[src/rtl/stopwatch_ctrl_if.sv]
// rtl/stopwatch_ctrl_if.sv - button inputs and control outputs of the stopwatch controller
interface stopwatch_ctrl_if;
    logic btn_start_stop;
    logic btn_clear;
    logic running;
    logic sec_enable;
    logic counter_clear;

    modport master (
        output btn_start_stop,
        output btn_clear,
        input  running,
        input  sec_enable,
        input  counter_clear
    );

    modport slave (
        input  btn_start_stop,
        input  btn_clear,
        output running,
        output sec_enable,
        output counter_clear
    );
endinterface

[src/rtl/stopwatch_ctrl.sv]
// rtl/stopwatch_ctrl.sv - button conditioning, IDLE/RUN/PAUSE control and one-second prescaler
module stopwatch_ctrl #(
    parameter int TICKS_PER_SEC   = 50_000_000,
    parameter int DEBOUNCE_CYCLES = 500_000
) (
    input  logic              clk,
    input  logic              rst,
    stopwatch_ctrl_if.slave   sw
);
    localparam int PW = $clog2(TICKS_PER_SEC);
    localparam int DW = (DEBOUNCE_CYCLES > 1) ? $clog2(DEBOUNCE_CYCLES) : 1;
    localparam logic [PW-1:0] PRESC_MAX = PW'(TICKS_PER_SEC - 1);
    localparam logic [DW-1:0] DCNT_MAX  = DW'(DEBOUNCE_CYCLES - 1);

    typedef enum logic [1:0] {
        ST_IDLE  = 2'd0,
        ST_RUN   = 2'd1,
        ST_PAUSE = 2'd2
    } state_t;

    // Bit 0 carries start_stop, bit 1 carries clear.
    logic [1:0]         sync1_q, sync1_d;
    logic [1:0]         sync2_q, sync2_d;
    logic [1:0]         db_q, db_d;
    logic [1:0]         db_prev_q, db_prev_d;
    logic [1:0]         press_q, press_d;
    logic [1:0][DW-1:0] dcnt_q, dcnt_d;
    state_t             state_q, state_d;
    logic [PW-1:0]      presc_q, presc_d;
    logic               clear_q, clear_d;

    always_comb begin
        sync1_d   = {sw.btn_clear, sw.btn_start_stop};
        sync2_d   = sync1_q;
        db_d      = db_q;
        dcnt_d    = dcnt_q;
        db_prev_d = db_q;
        press_d   = db_q & ~db_prev_q;

        for (int b = 0; b < 2; b++) begin
            if (sync2_q[b] != db_q[b]) begin
                if (dcnt_q[b] == DCNT_MAX) begin
                    db_d[b]   = sync2_q[b];
                    dcnt_d[b] = '0;
                end else begin
                    dcnt_d[b] = dcnt_q[b] + DW'(1);
                end
            end else begin
                dcnt_d[b] = '0;
            end
        end

        // Clear only matters in PAUSE; start_stop wins everywhere else.
        state_d = state_q;
        unique case (state_q)
            ST_IDLE:  if (press_q[0]) state_d = ST_RUN;
            ST_RUN:   if (press_q[0]) state_d = ST_PAUSE;
            ST_PAUSE: begin
                if (press_q[1])      state_d = ST_IDLE;
                else if (press_q[0]) state_d = ST_RUN;
            end
            default:  state_d = ST_IDLE;
        endcase

        clear_d = (state_q == ST_PAUSE) && (state_d == ST_IDLE);

        presc_d = presc_q;
        if (state_q == ST_RUN) begin
            presc_d = (presc_q == PRESC_MAX) ? '0 : presc_q + PW'(1);
        end
        if (clear_d) begin
            presc_d = '0;
        end
    end

    always_ff @(posedge clk) begin
        if (rst) begin
            sync1_q   <= '0;
            sync2_q   <= '0;
            db_q      <= '0;
            db_prev_q <= '0;
            press_q   <= '0;
            dcnt_q    <= '0;
            state_q   <= ST_IDLE;
            presc_q   <= '0;
            clear_q   <= 1'b0;
        end else begin
            sync1_q   <= sync1_d;
            sync2_q   <= sync2_d;
            db_q      <= db_d;
            db_prev_q <= db_prev_d;
            press_q   <= press_d;
            dcnt_q    <= dcnt_d;
            state_q   <= state_d;
            presc_q   <= presc_d;
            clear_q   <= clear_d;
        end
    end

    assign sw.running       = (state_q == ST_RUN);
    assign sw.sec_enable    = (state_q == ST_RUN) && (presc_q == PRESC_MAX);
    assign sw.counter_clear = clear_q;
endmodule
[src/flat_wrapper.sv]
// flat-port wrapper written by rule: the top's interface ports become plain ports
module stopwatch_ctrl_flat 
#(
    parameter int TICKS_PER_SEC   = 50_000_000,
    parameter int DEBOUNCE_CYCLES = 500_000
)
  (clk, rst, sw_btn_start_stop, sw_btn_clear, sw_running, sw_sec_enable, sw_counter_clear);
  stopwatch_ctrl_if sw_i ();
  input  logic clk;
  input  logic rst;
  input wire logic [$bits(sw_i.btn_start_stop)-1:0] sw_btn_start_stop;
  input wire logic [$bits(sw_i.btn_clear)-1:0] sw_btn_clear;
  output wire logic [$bits(sw_i.running)-1:0] sw_running;
  output wire logic [$bits(sw_i.sec_enable)-1:0] sw_sec_enable;
  output wire logic [$bits(sw_i.counter_clear)-1:0] sw_counter_clear;
  assign sw_i.btn_start_stop = sw_btn_start_stop;
  assign sw_i.btn_clear = sw_btn_clear;
  assign sw_running = sw_i.running;
  assign sw_sec_enable = sw_i.sec_enable;
  assign sw_counter_clear = sw_i.counter_clear;
  stopwatch_ctrl #(.TICKS_PER_SEC(TICKS_PER_SEC), .DEBOUNCE_CYCLES(DEBOUNCE_CYCLES)) u_core (.clk(clk), .rst(rst), .sw(sw_i));
endmodule
[config.mk]
export PLATFORM = sky130hd
export DESIGN_NAME = stopwatch_ctrl_flat
export DESIGN_NICKNAME = d
export VERILOG_FILES = /design/src/rtl/stopwatch_ctrl_if.sv /design/src/rtl/stopwatch_ctrl.sv /design/src/flat_wrapper.sv
export SDC_FILE = /design/constraint.sdc
export NUM_CORES = 1
export LEC_CHECK = 0
export CAP_MARGIN = 0
export CORE_MARGIN = 2
export CORE_UTILIZATION = 65
export CTS_CLUSTER_SIZE = 10
export DETAILED_ROUTE_END_ITERATION = 10
export GPL_TIMING_DRIVEN = 0
export HOLD_SLACK_MARGIN = 0.02
export PLACE_DENSITY = 0.91
export SKIP_CTS_REPAIR_TIMING = 1
export SLEW_MARGIN = 20
export SYNTH_ARGS = -nofsm -noshare
export SYNTH_HDL_FRONTEND = slang
export SYNTH_SLANG_ARGS = --single-unit
[constraint.sdc]
create_clock -name clk -period 5.1 [get_ports clk]
set_input_delay 0.51 -clock clk [delete_from_list [all_inputs] [get_ports clk]]
set_output_delay 0.51 -clock clk [all_outputs]
set_load 0.005 [all_outputs]
==> results of run 1 <==
## layer usage
metal	global-route usage	share of wire
met1	0.265	0.43
met2	0.438	0.52
met3	0.0604	0.034
met4	0.0982	0.014
met5	0	0
## cell usage in the layout, fill, tap and decap left out, types with 2 or more instances in the layout
| master | count |
|---|---|
| sky130_fd_sc_hd__or3_1 | 3 |
| sky130_fd_sc_hd__nor4b_1 | 4 |
| sky130_fd_sc_hd__nor4_1 | 4 |
| sky130_fd_sc_hd__ha_1 | 3 |
| sky130_fd_sc_hd__nand3_1 | 25 |
| sky130_fd_sc_hd__clkdlybuf4s50_1 | 6 |
| sky130_fd_sc_hd__nor2_1 | 79 |
| sky130_fd_sc_hd__nor2b_1 | 10 |
| sky130_fd_sc_hd__or2_2 | 2 |
| sky130_fd_sc_hd__nor3_1 | 14 |
| sky130_fd_sc_hd__and2_1 | 3 |
| sky130_fd_sc_hd__a21o_1 | 2 |
| sky130_fd_sc_hd__nor2_2 | 2 |
| sky130_fd_sc_hd__inv_1 | 10 |
| sky130_fd_sc_hd__nand2_1 | 27 |
| sky130_fd_sc_hd__clkbuf_8 | 9 |
| sky130_fd_sc_hd__and3_1 | 7 |
| sky130_fd_sc_hd__dfxtp_1 | 77 |
| sky130_fd_sc_hd__a21oi_1 | 8 |
| sky130_fd_sc_hd__or4_4 | 2 |
| sky130_fd_sc_hd__xnor2_1 | 27 |
| sky130_fd_sc_hd__bufinv_16 | 2 |
| sky130_fd_sc_hd__nand2b_1 | 3 |
| sky130_fd_sc_hd__clkbuf_1 | 7 |
| sky130_fd_sc_hd__and4_1 | 6 |
| sky130_fd_sc_hd__buf_2 | 7 |
| sky130_fd_sc_hd__nand4_1 | 17 |
| sky130_fd_sc_hd__xor2_1 | 29 |
| sky130_fd_sc_hd__o21ai_0 | 4 |
## synth_stat cells (all sizes together)
master,number
nor2,81
dfxtp,77
xor2,29
nand2,27
xnor2,27
nand3,25
nand4,18
nor3,15
inv,10
nor2b,10
a21oi,8
buf,8
and3,7
and4,6
clkbuf,5
nor4,5
nor4b,4
o21ai,4
and2,3
ha,3
nand2b,3
or3,3
or4,3
a21o,2
or2,2
a211o,1
a22oi,1
a31oi,1
mux2i,1
nand3b,1
nor3b,1
o211ai,1
o32a,1
## metrics by stage
stage / hold WS [ns] / area [um^2] / utilization / total power, mW
2_1_floorplan: 0.367 / 3380 / - / 0.630
3_3_place_gp: 0.371 / 3530 / 0.696 / 0.636
3_5_place_dp: 0.377 / 3530 / 0.696 / 0.636
4_1_cts: 0.391 / 3740 / 0.737 / 1.12
5_1_grt: 0.404 / 3740 / 0.737 / 1.15
6_report: 0.394 / 3740 / 0.737 / 1.11
## path summary, 6_finish.rpt
check                           slack [ns]  depth (start not counted)                            to                           start
worst max-delay path                  2.35                          6                 sw_sec_enable  u_core.presc_q[0]$_SDFFE_PP0N_
worst max register to register        2.97                          9  u_core.dcnt_q[36]$_SDFF_PP0_    u_core.dcnt_q[19]$_SDFF_PP0_
worst min-delay path                  0.39                          1  u_core.press_q[0]$_SDFF_PP0_  u_core.db_prev_q[0]$_SDFF_PP0_
worst min register to register        0.39                          1  u_core.press_q[0]$_SDFF_PP0_  u_core.db_prev_q[0]$_SDFF_PP0_
## final cells by class
class | instances | share of cell area
repair buffers | 6 | 0.0161
flip-flops and latches | 77 | 0.412
multi-input cells | 293 | 0.466
clock inverters | 4 | 0.0194
plain buffers | 13 | 0.0167
clock buffers | 12 | 0.0361
well taps | 70 | 0.0234
inverters | 10 | 0.0100
## power groups by stage
stage / Clock (mW) / Combinational (mW) / Sequential, mW
6_report: 0.490 / 0.0168 / 0.605
2_1_floorplan: 0 / 0.0112 / 0.619
5_1_grt: 0.521 / 0.0195 / 0.606
3_3_place_gp: 0 / 0.0164 / 0.619
4_1_cts: 0.497 / 0.0170 / 0.605
3_5_place_dp: 0 / 0.0169 / 0.619
## registers in the layout, indices dropped and copies added (netlist names)
signal and cells:
u_core.state_q 2, u_core.dcnt_q 38, u_core.press_q 2, u_core.presc_q 26, u_core.db_prev_q 2, u_core.db_prev_d 2
u_core.sync2_q 2, u_core.sw.counter_clear 1, u_core.sync1_q 2
## cells by family (layout without fill, tap and decap cells)
logic type	after synthesis	after routing	share of synthesized area
compound gates	19	19	0.0340
xor+xnor	56	56	0.145
fa+ha+maj	3	3	0.0111
buf+inv	23	45	0.0296
flops	77	77	0.456
mux	1	1	0.00296
simple gates	214	214	0.322
## worst max-delay path, cell delays in order (launching register included)
cell	delay, ns
sky130_fd_sc_hd__dfxtp_1	0.39
sky130_fd_sc_hd__ha_1	0.21
sky130_fd_sc_hd__nand3b_1	0.15
sky130_fd_sc_hd__nor2_1	0.29
sky130_fd_sc_hd__nand4_1	0.18
sky130_fd_sc_hd__nor2_1	0.16
sky130_fd_sc_hd__clkdlybuf4s50_1	0.52
==> results.sh, run 1 <==
export IMPL_tritoncts_num_buffers=9
export IMPL_setup_worst_path_class="flop to output port"
export IMPL_post_route_cells_drive_above_1_share=0.0747
export IMPL_initial_core_util=0.667
export IMPL_cts_tree="yes"
export IMPL_place_worst_setup_slack_ns=2.78
export IMPL_routabilityCongestion=0.890
export IMPL_drt_drc_violations_left=0
export IMPL_drtIter0Drc=115
export IMPL_detail_route_wl_per_cell_um=13.2
export IMPL_max_cap_violations=0
export IMPL_grt_setup_unrepaired="false"
export IMPL_worst_setup_path_start_kind="flop"
export IMPL_power_density_nw_per_um2=297
export IMPL_core_um2=5070
export IMPL_period_needed_ns=2.75
export IMPL_ys_seq_area_frac=0.456
export IMPL_cp_required_ns=4.59
export IMPL_power_report_internal_total_mw=0.886
export IMPL_place_detailed_hpwl_mm=4.58
export IMPL_detailedRoute_firstPassIterationCount=5
export IMPL_post_synth_top_area_cell="sky130_fd_sc_hd__dfxtp_1"
export IMPL_ff_latch_area_um2=1540
export IMPL_multi_input_comb_area_um2=1740
export IMPL_cts_num_sinks=77
export IMPL_clk_pin_slew_ns=0.08
export IMPL_synthDominantCellAreaShare=0.456
export IMPL_filler_cell_count=398
export IMPL_clk_insertion_delay_late_ns=0.35
export IMPL_htree_depth=3
export IMPL_final_cell_count_no_fill=485
export IMPL_timing_clock_skew_ns=0.0111
export IMPL_max_frequency_mhz=364
export IMPL_kind_of_end_point_of_the_critical_path="output port"
export IMPL_first_global_vias=2677
export IMPL_antenna_found_initial=0
export IMPL_power_frac_clock=0.441
export IMPL_wl_mm=6.42
export IMPL_synth_top_cells_by_area="sky130_fd_sc_hd__dfxtp_1 (46%), sky130_fd_sc_hd__nor2_1 (8.8%), sky130_fd_sc_hd__xor2_1 (7.5%), sky130_fd_sc_hd__xnor2_1 (7.0%), sky130_fd_sc_hd__nand3_1 (3.7%)"
export IMPL_netlist_instances=393
export IMPL_syn_cell_area_um2=3380
export IMPL_final_slew_violations=0
export IMPL_root_buffer="sky130_fd_sc_hd__clkbuf_8"
export IMPL_viasPerCell=5.56
export IMPL_setup_violations_final=0
export IMPL_postSynthAreaPerCell_um2=8.61
export IMPL_arrival_time_at_the_worst_endpoint_ns=2.24
export IMPL_synth_net_count=400
export IMPL_fraction_of_power_consumed_by_combinational_cells=0.015
export IMPL_grt_overflow_total=0
export IMPL_p_leak_nw=1.22
export IMPL_grt_first_pass_wirelength_mm=11.3
export IMPL_vias=2695
export IMPL_postSynthRegisterBits=77
export IMPL_yosysUniqueCellTypes=40
export IMPL_die_w_um=76.1
export IMPL_finalHoldViolations=0
export IMPL_antenna_cells_inserted=0
export IMPL_critical_path_max_fanout=4
export IMPL_period_share=0.539
export IMPL_switching_share=0.203
export IMPL_outcome="complete, no violations"
export IMPL_placed_cells_incl_taps=469
export IMPL_ant_nets=0
export IMPL_area_grow_syn2layout_pct=10.5
export IMPL_floorplan_die_height_um=76.1
export IMPL_timing_max_slew_rel_slack=0.490
export IMPL_die_area_um2=5800
export IMPL_hp_class="flop to flop"
export IMPL_pin_count_of_the_biggest_net_entering_global_routing=13
export IMPL_postLayoutSetupSlackWorst_ns=2.35
export IMPL_tightest_slew_ns=0.759
export IMPL_buffer_ports_inserted=6
export IMPL_pwr_share_seq=0.544
export IMPL_placementRows=26
export IMPL_yosysWarningCount=0
export IMPL_finish_net_count=417
export IMPL_totalNegativeSetupSlack_ns=0
export IMPL_grtUsageTotal=0.240
export IMPL_net_switching_power_mw=0.226
export IMPL_power_ir_vdd_worst_v=0.000224
export IMPL_top_level_ports=7
export IMPL_max_clock_path_buffers=2
(Power assumes the default switching activity.)
==> run 2, diff against run 1 <==
Settings changed: CORE_UTILIZATION 65 to 61, PLACE_DENSITY 0.91 to 0.86.
Clock period 5.1 ns to 2.7 ns, I/O delays scaled along.
==> run 2 against run 1 <==
  * Die area increased by 6.2%
  * Register-to-register slack worse by 2.5 ns
  * Critical path depth unchanged
  * Largest cell class unchanged
  * Highest routed layer unchanged
  * Routed wire length decreased by 0.62%
  * Sequential share of layout area up 0.083 points
  * Clock power up 77%
  * Count of clock-buffer cells in the layout is 3 lower
  * First-iteration DRC count down 10%
==> results.sh, run 2 (same netlist as run 1, synthesis figures left out) <==
export IMPL_finalCoreUtilization=0.686
export IMPL_critical_path_s_most_frequent_cell="sky130_fd_sc_hd__nor2_1"
export IMPL_critical_path_max_stage_delay_ns=0.51
export IMPL_max_clock_path_buffers=2
export IMPL_arrival_time_at_the_worst_endpoint_ns=2.18
export IMPL_period_share=0.908
export IMPL_place_detailed_hpwl_mm=4.49
export IMPL_grt_first_pass_wirelength_mm=11.2
export IMPL_final_slew_violations=0
export IMPL_die_area_um2=6160
export IMPL_reg2reg_to="u_core.dcnt_q[33]$_SDFF_PP0_"
export IMPL_clk_pin_slew_ns=0.08
export IMPL_htree_depth=3
export IMPL_vias=2696
export IMPL_drt_drc_violations_left=0
export IMPL_final_common_cell="sky130_fd_sc_hd__nor2_1"
export IMPL_grtUsageTotal=0.228
export IMPL_area_grow_syn2layout_pct=10.3
export IMPL_routabilityCongestion=0.883
export IMPL_max_cap_violations=0
export IMPL_finish_net_count=417
export IMPL_most_common_layout_cells="sky130_fd_sc_hd__nor2_1 (79), sky130_fd_sc_hd__dfxtp_1 (77), sky130_fd_sc_hd__xor2_1 (29), sky130_fd_sc_hd__nand2_1 (27), sky130_fd_sc_hd__xnor2_1 (27)"
export IMPL_cts_num_sinks=77
export IMPL_critical_path_slowest_cell="sky130_fd_sc_hd__clkdlybuf4s50_1"
export IMPL_drtIter0Drc=103
export IMPL_antenna_found_initial=0
export IMPL_tightest_slew_ns=0.696
export IMPL_ff2ff_setup_slack_ns=0.51
export IMPL_placementRows=27
export IMPL_largest_register="u_core.dcnt_q"
export IMPL_power_density_nw_per_um2=547
export IMPL_root_buffer="sky130_fd_sc_hd__clkbuf_8"
export IMPL_buffer_ports_inserted=6
export IMPL_timing_clock_skew_ns=0.0107
export IMPL_setup_worst_path_class="flop to output port"
export IMPL_critical_path_max_fanout=4
export IMPL_hold_path_end="u_core.press_q[0]$_SDFF_PP0_"
export IMPL_final_cell_count_no_fill=487
export IMPL_initial_core_util=0.622
export IMPL_detailedRoute_firstPassIterationCount=7
export IMPL_kind_of_end_point_of_the_critical_path="output port"
export IMPL_cp_required_ns=2.43
export IMPL_die_w_um=78.5
export IMPL_viasPerCell=5.54
export IMPL_post_route_cells_drive_above_1_share=0.0819
export IMPL_first_global_vias=2545
export IMPL_outcome="complete, no violations"
export IMPL_worst_setup_path_start_kind="flop"
export IMPL_timing_max_slew_rel_slack=0.532
export IMPL_totalNegativeSetupSlack_ns=0
export IMPL_finalHoldViolations=0
export IMPL_top_level_ports=7
export IMPL_core_um2=5440
export IMPL_detail_route_wl_per_cell_um=13.1
export IMPL_hp_class="flop to flop"
export IMPL_holdWs_ns=0.394
export IMPL_antenna_cells_inserted=0
export IMPL_timing_critical_path_cells="ha_1 > nand3b_1 > nor2_1 > nand4_1 > nor2_1 > clkdlybuf4s50_1"
export IMPL_pin_count_of_the_biggest_net_entering_global_routing=15
export IMPL_floorplan_die_height_um=78.5
export IMPL_wl_mm=6.38
export IMPL_p_leak_nw=1.22
export IMPL_grt_overflow_total=0
export IMPL_reg2reg_depth=9
export IMPL_max_frequency_mhz=408
export IMPL_hp_start="u_core.db_prev_q[0]$_SDFF_PP0_"
export IMPL_largest_register_ff_count=38
export IMPL_placed_cells_incl_taps=471
export IMPL_period_needed_ns=2.45
export IMPL_totalPowerFinal_mw=2.04
export IMPL_tritoncts_num_buffers=9
export IMPL_ant_nets=0
export IMPL_grt_setup_unrepaired="false"
export IMPL_clk_insertion_delay_late_ns=0.36
export IMPL_hold_path_depth=1
export IMPL_top_regs="u_core.dcnt_q x38, u_core.presc_q x26"
export IMPL_setup_violations_final=0
export IMPL_cts_tree="yes"
export IMPL_power_ir_vdd_worst_v=0.000489
export IMPL_r2r_start="u_core.dcnt_q[19]$_SDFF_PP0_"
## run 2: worst max-delay path by stage
stage / from / end / cells after the start
floorplan: u_core.dcnt_q[19]$_SDFF_PP0_ / u_core.dcnt_q[30]$_SDFF_PP0_ / 9
global placement: u_core.dcnt_q[19]$_SDFF_PP0_ / u_core.dcnt_q[35]$_SDFF_PP0_ / 9
detailed placement: u_core.dcnt_q[19]$_SDFF_PP0_ / u_core.dcnt_q[33]$_SDFF_PP0_ / 9
CTS: u_core.presc_q[0]$_SDFFE_PP0N_ / sw_sec_enable / 6
global route: u_core.presc_q[0]$_SDFFE_PP0N_ / sw_sec_enable / 6
finish: u_core.presc_q[0]$_SDFFE_PP0N_ / sw_sec_enable / 6
## run 2: layout make-up
cell class | instances | area (um^2)
inverters | 10 | 37.5
plain buffers | 13 | 62.6
repair buffers | 6 | 60.1
fillers | 454 | 1710
well taps | 72 | 90.1
flip-flops and latches | 77 | 1540
clock buffers | 9 | 124
clock inverters | 7 | 73.8
multi-input cells | 293 | 1740
## run 2: power breakdown
part / switching [mW] / leakage (nW) / total, mW / internal (mW)
Combinational: 0.0190 / 0.502 / 0.0322 / 0.0131
Sequential: 0.00367 / 0.621 / 1.14 / 1.14
Clock: 0.437 / 0.0996 / 0.867 / 0.430
Total: 0.460 / 1.22 / 2.04 / 1.58
## run 2: metal layers
metal  up-vias  global-route usage  share of wire
met1      1277               0.274           0.46
met2        45               0.387           0.49
met3        13              0.0724          0.030
met5         -                   0              0
li1       1361                   -              -
met4         0              0.0772          0.021
## run 2: worst max-delay path, delay by kind of cell (launching register included)
kind | cells | cell delay [ns]
buffers and inverters | 1 | 0.51
and+or+nand+nor | 4 | 0.72
adders and majority gates | 1 | 0.19
DFF | 1 | 0.40
## run 2: through the flow
step,instance area (um^2),setup slack (ns)
finish,3730,0.248
global route,3730,0.0945
CTS,3730,0.241
detailed placement,3530,0.552
global placement,3530,0.631
floorplan,3380,0.896
==> run 3, diff against run 2 <==
Settings changed: ABC_CLOCK_PERIOD_IN_PS set to 2700, CORE_ASPECT_RATIO set to 0.7, CTS_CLUSTER_DIAMETER set to 200.
==> run 3 against run 2 <==
  * Clock power is 18% higher
  * Fmax is 0.14% lower
  * Die area is 0.15% higher
  * Count of clock-buffer cells in the layout is 4 higher
  * Combinational power is 2% higher
  * Non-clock buffer count stayed put
==> results.sh, run 3 (same netlist as run 1, synthesis figures left out) <==
export IMPL_top_regs="u_core.dcnt_q x38, u_core.presc_q x26"
export IMPL_multi_input_comb_area_um2=1740
export IMPL_most_common_layout_cells="sky130_fd_sc_hd__nor2_1 (78), sky130_fd_sc_hd__dfxtp_1 (77), sky130_fd_sc_hd__xor2_1 (29), sky130_fd_sc_hd__nand2_1 (27), sky130_fd_sc_hd__xnor2_1 (27)"
export IMPL_final_slew_violations=0
export IMPL_ff2ff_setup_slack_ns=0.60
export IMPL_fraction_of_power_consumed_by_combinational_cells=0.015
export IMPL_top_level_ports=7
export IMPL_final_common_cell="sky130_fd_sc_hd__nor2_1"
export IMPL_wl_mm=6.57
export IMPL_cp_required_ns=2.43
export IMPL_hp_class="flop to flop"
export IMPL_initial_core_util=0.640
export IMPL_detail_route_wl_per_cell_um=13.5
export IMPL_power_density_nw_per_um2=582
export IMPL_power_ir_vdd_worst_v=0.000302
export IMPL_ant_nets=0
export IMPL_antenna_found_initial=0
export IMPL_worst_setup_path_start_kind="flop"
export IMPL_routabilityCongestion=0.941
export IMPL_totalNegativeSetupSlack_ns=0
export IMPL_root_buffer="sky130_fd_sc_hd__clkbuf_8"
export IMPL_largest_register="u_core.dcnt_q"
export IMPL_timing_max_slew_rel_slack=0.485
export IMPL_largest_register_ff_count=38
export IMPL_filler_cell_count=415
export IMPL_grt_setup_unrepaired="false"
export IMPL_holdWs_ns=0.381
export IMPL_cts_num_sinks=77
export IMPL_first_global_vias=2514
export IMPL_pin_count_of_the_biggest_net_entering_global_routing=13
export IMPL_clk_insertion_delay_late_ns=0.35
export IMPL_grt_overflow_total=0
export IMPL_outcome="complete, no violations"
export IMPL_max_cap_violations=0
export IMPL_drtIter0Drc=199
export IMPL_tritoncts_num_buffers=9
export IMPL_drt_drc_violations_left=0
export IMPL_post_route_cells_drive_above_1_share=0.0843
export IMPL_buffer_ports_inserted=6
export IMPL_floorplan_die_height_um=66.3
export IMPL_grt_first_pass_wirelength_mm=11.3
export IMPL_power_frac_clock=0.465
export IMPL_ff_latch_area_um2=1540
export IMPL_pwr_share_seq=0.520
export IMPL_net_switching_power_mw=0.427
export IMPL_antenna_cells_inserted=0
export IMPL_placementRows=22
export IMPL_arrival_time_at_the_worst_endpoint_ns=2.19
export IMPL_period_needed_ns=2.46
export IMPL_tightest_slew_ns=0.767
export IMPL_htree_depth=3
export IMPL_max_frequency_mhz=407
export IMPL_totalPowerFinal_mw=2.20
export IMPL_setup_violations_final=0
export IMPL_area_grow_syn2layout_pct=11.7
export IMPL_core_um2=5290
export IMPL_critical_path_max_fanout=4
export IMPL_max_clock_path_buffers=2
export IMPL_clk_pin_slew_ns=0.07
export IMPL_finalHoldViolations=0
export IMPL_switching_share=0.194
export IMPL_p_leak_nw=1.25
export IMPL_finish_net_count=417
export IMPL_detailedRoute_firstPassIterationCount=4
export IMPL_setup_worst_path_class="flop to output port"
export IMPL_period_share=0.909
export IMPL_kind_of_end_point_of_the_critical_path="output port"
export IMPL_grtUsageTotal=0.236
export IMPL_power_report_internal_total_mw=1.77
export IMPL_timing_clock_skew_ns=0.00468
export IMPL_vias=2672
export IMPL_viasPerCell=5.49
export IMPL_cts_tree="yes"
export IMPL_place_detailed_hpwl_mm=4.57
export IMPL_die_area_um2=6170
export IMPL_die_w_um=93.0
==> run 3: changes by cell type in the layout (fill, tap and decap cells not counted), sizes merged <==
cell / before / now
clkinvlp: 1 / 0
inv: 11 / 10
bufinv: 1 / 2
clkbuf: 14 / 18
clkinv: 4 / 1
==> run 3: metal layers <==
| layer | GRT usage | routed length (um) | vias up |
|---|---|---|---|
| met3 | 0.0684 | 360 | 8 |
| met4 | 0.0956 | 80 | 0 |
| met5 | 0 | 0 | - |
| met1 | 0.309 | 3110 | 1237 |
| li1 | - | - | 1360 |
| met2 | 0.369 | 3030 | 67 |
==> run 3: cell type report <==
cell class	instances	area share
multi-input cells	293	0.461
repair buffers	6	0.0159
plain buffers	13	0.0166
well taps	72	0.0238
clock buffers	13	0.0473
inverters	10	0.00993
flip-flops and latches	77	0.408
clock inverters	3	0.0172
==> run 3: worst paths after layout <==
path                                  start                            to  depth (start not counted)
max reg2reg    u_core.dcnt_q[19]$_SDFF_PP0_  u_core.dcnt_q[32]$_SDFF_PP0_                          9
min reg2reg  u_core.db_prev_q[0]$_SDFF_PP0_  u_core.press_q[0]$_SDFF_PP0_                          1
min          u_core.db_prev_q[0]$_SDFF_PP0_  u_core.press_q[0]$_SDFF_PP0_                          1
max          u_core.presc_q[0]$_SDFFE_PP0N_                 sw_sec_enable                          6
==> run 3: power by group through the flow <==
| stage | combinational, mW | clock (mW) | sequential, mW |
|---|---|---|---|
| 6_report | 0.0327 | 1.02 | 1.14 |
| 3_5_place_dp | 0.0325 | 0 | 1.17 |
| 2_1_floorplan | 0.0212 | 0 | 1.17 |
| 3_3_place_gp | 0.0319 | 0 | 1.17 |
| 4_1_cts | 0.0330 | 1.04 | 1.14 |
| 5_1_grt | 0.0364 | 1.09 | 1.14 |
==> run 3: stage by stage <==
| step | area, um^2 | util | std cells | worst slack (ns) |
|---|---|---|---|---|
| after global routing | 3780 | 0.715 | 487 | 0.0670 |
| after CTS | 3780 | 0.715 | 487 | 0.189 |
| after detailed placement | 3530 | 0.669 | 471 | 0.613 |
| after global placement | 3530 | 0.669 | 471 | 0.625 |
| final | 3780 | 0.715 | 487 | 0.245 |
| after floorplan | 3380 | - | 393 | 0.896 |
==> run 3: worst max-delay path, cell delays in order, from the launching register on <==
cell and delay [ns]:
sky130_fd_sc_hd__dfxtp_1 0.39, sky130_fd_sc_hd__ha_1 0.20, sky130_fd_sc_hd__nand3b_1 0.20, sky130_fd_sc_hd__nor2_2 0.26
sky130_fd_sc_hd__nand4_1 0.14, sky130_fd_sc_hd__nor2_1 0.13, sky130_fd_sc_hd__clkdlybuf4s50_1 0.51
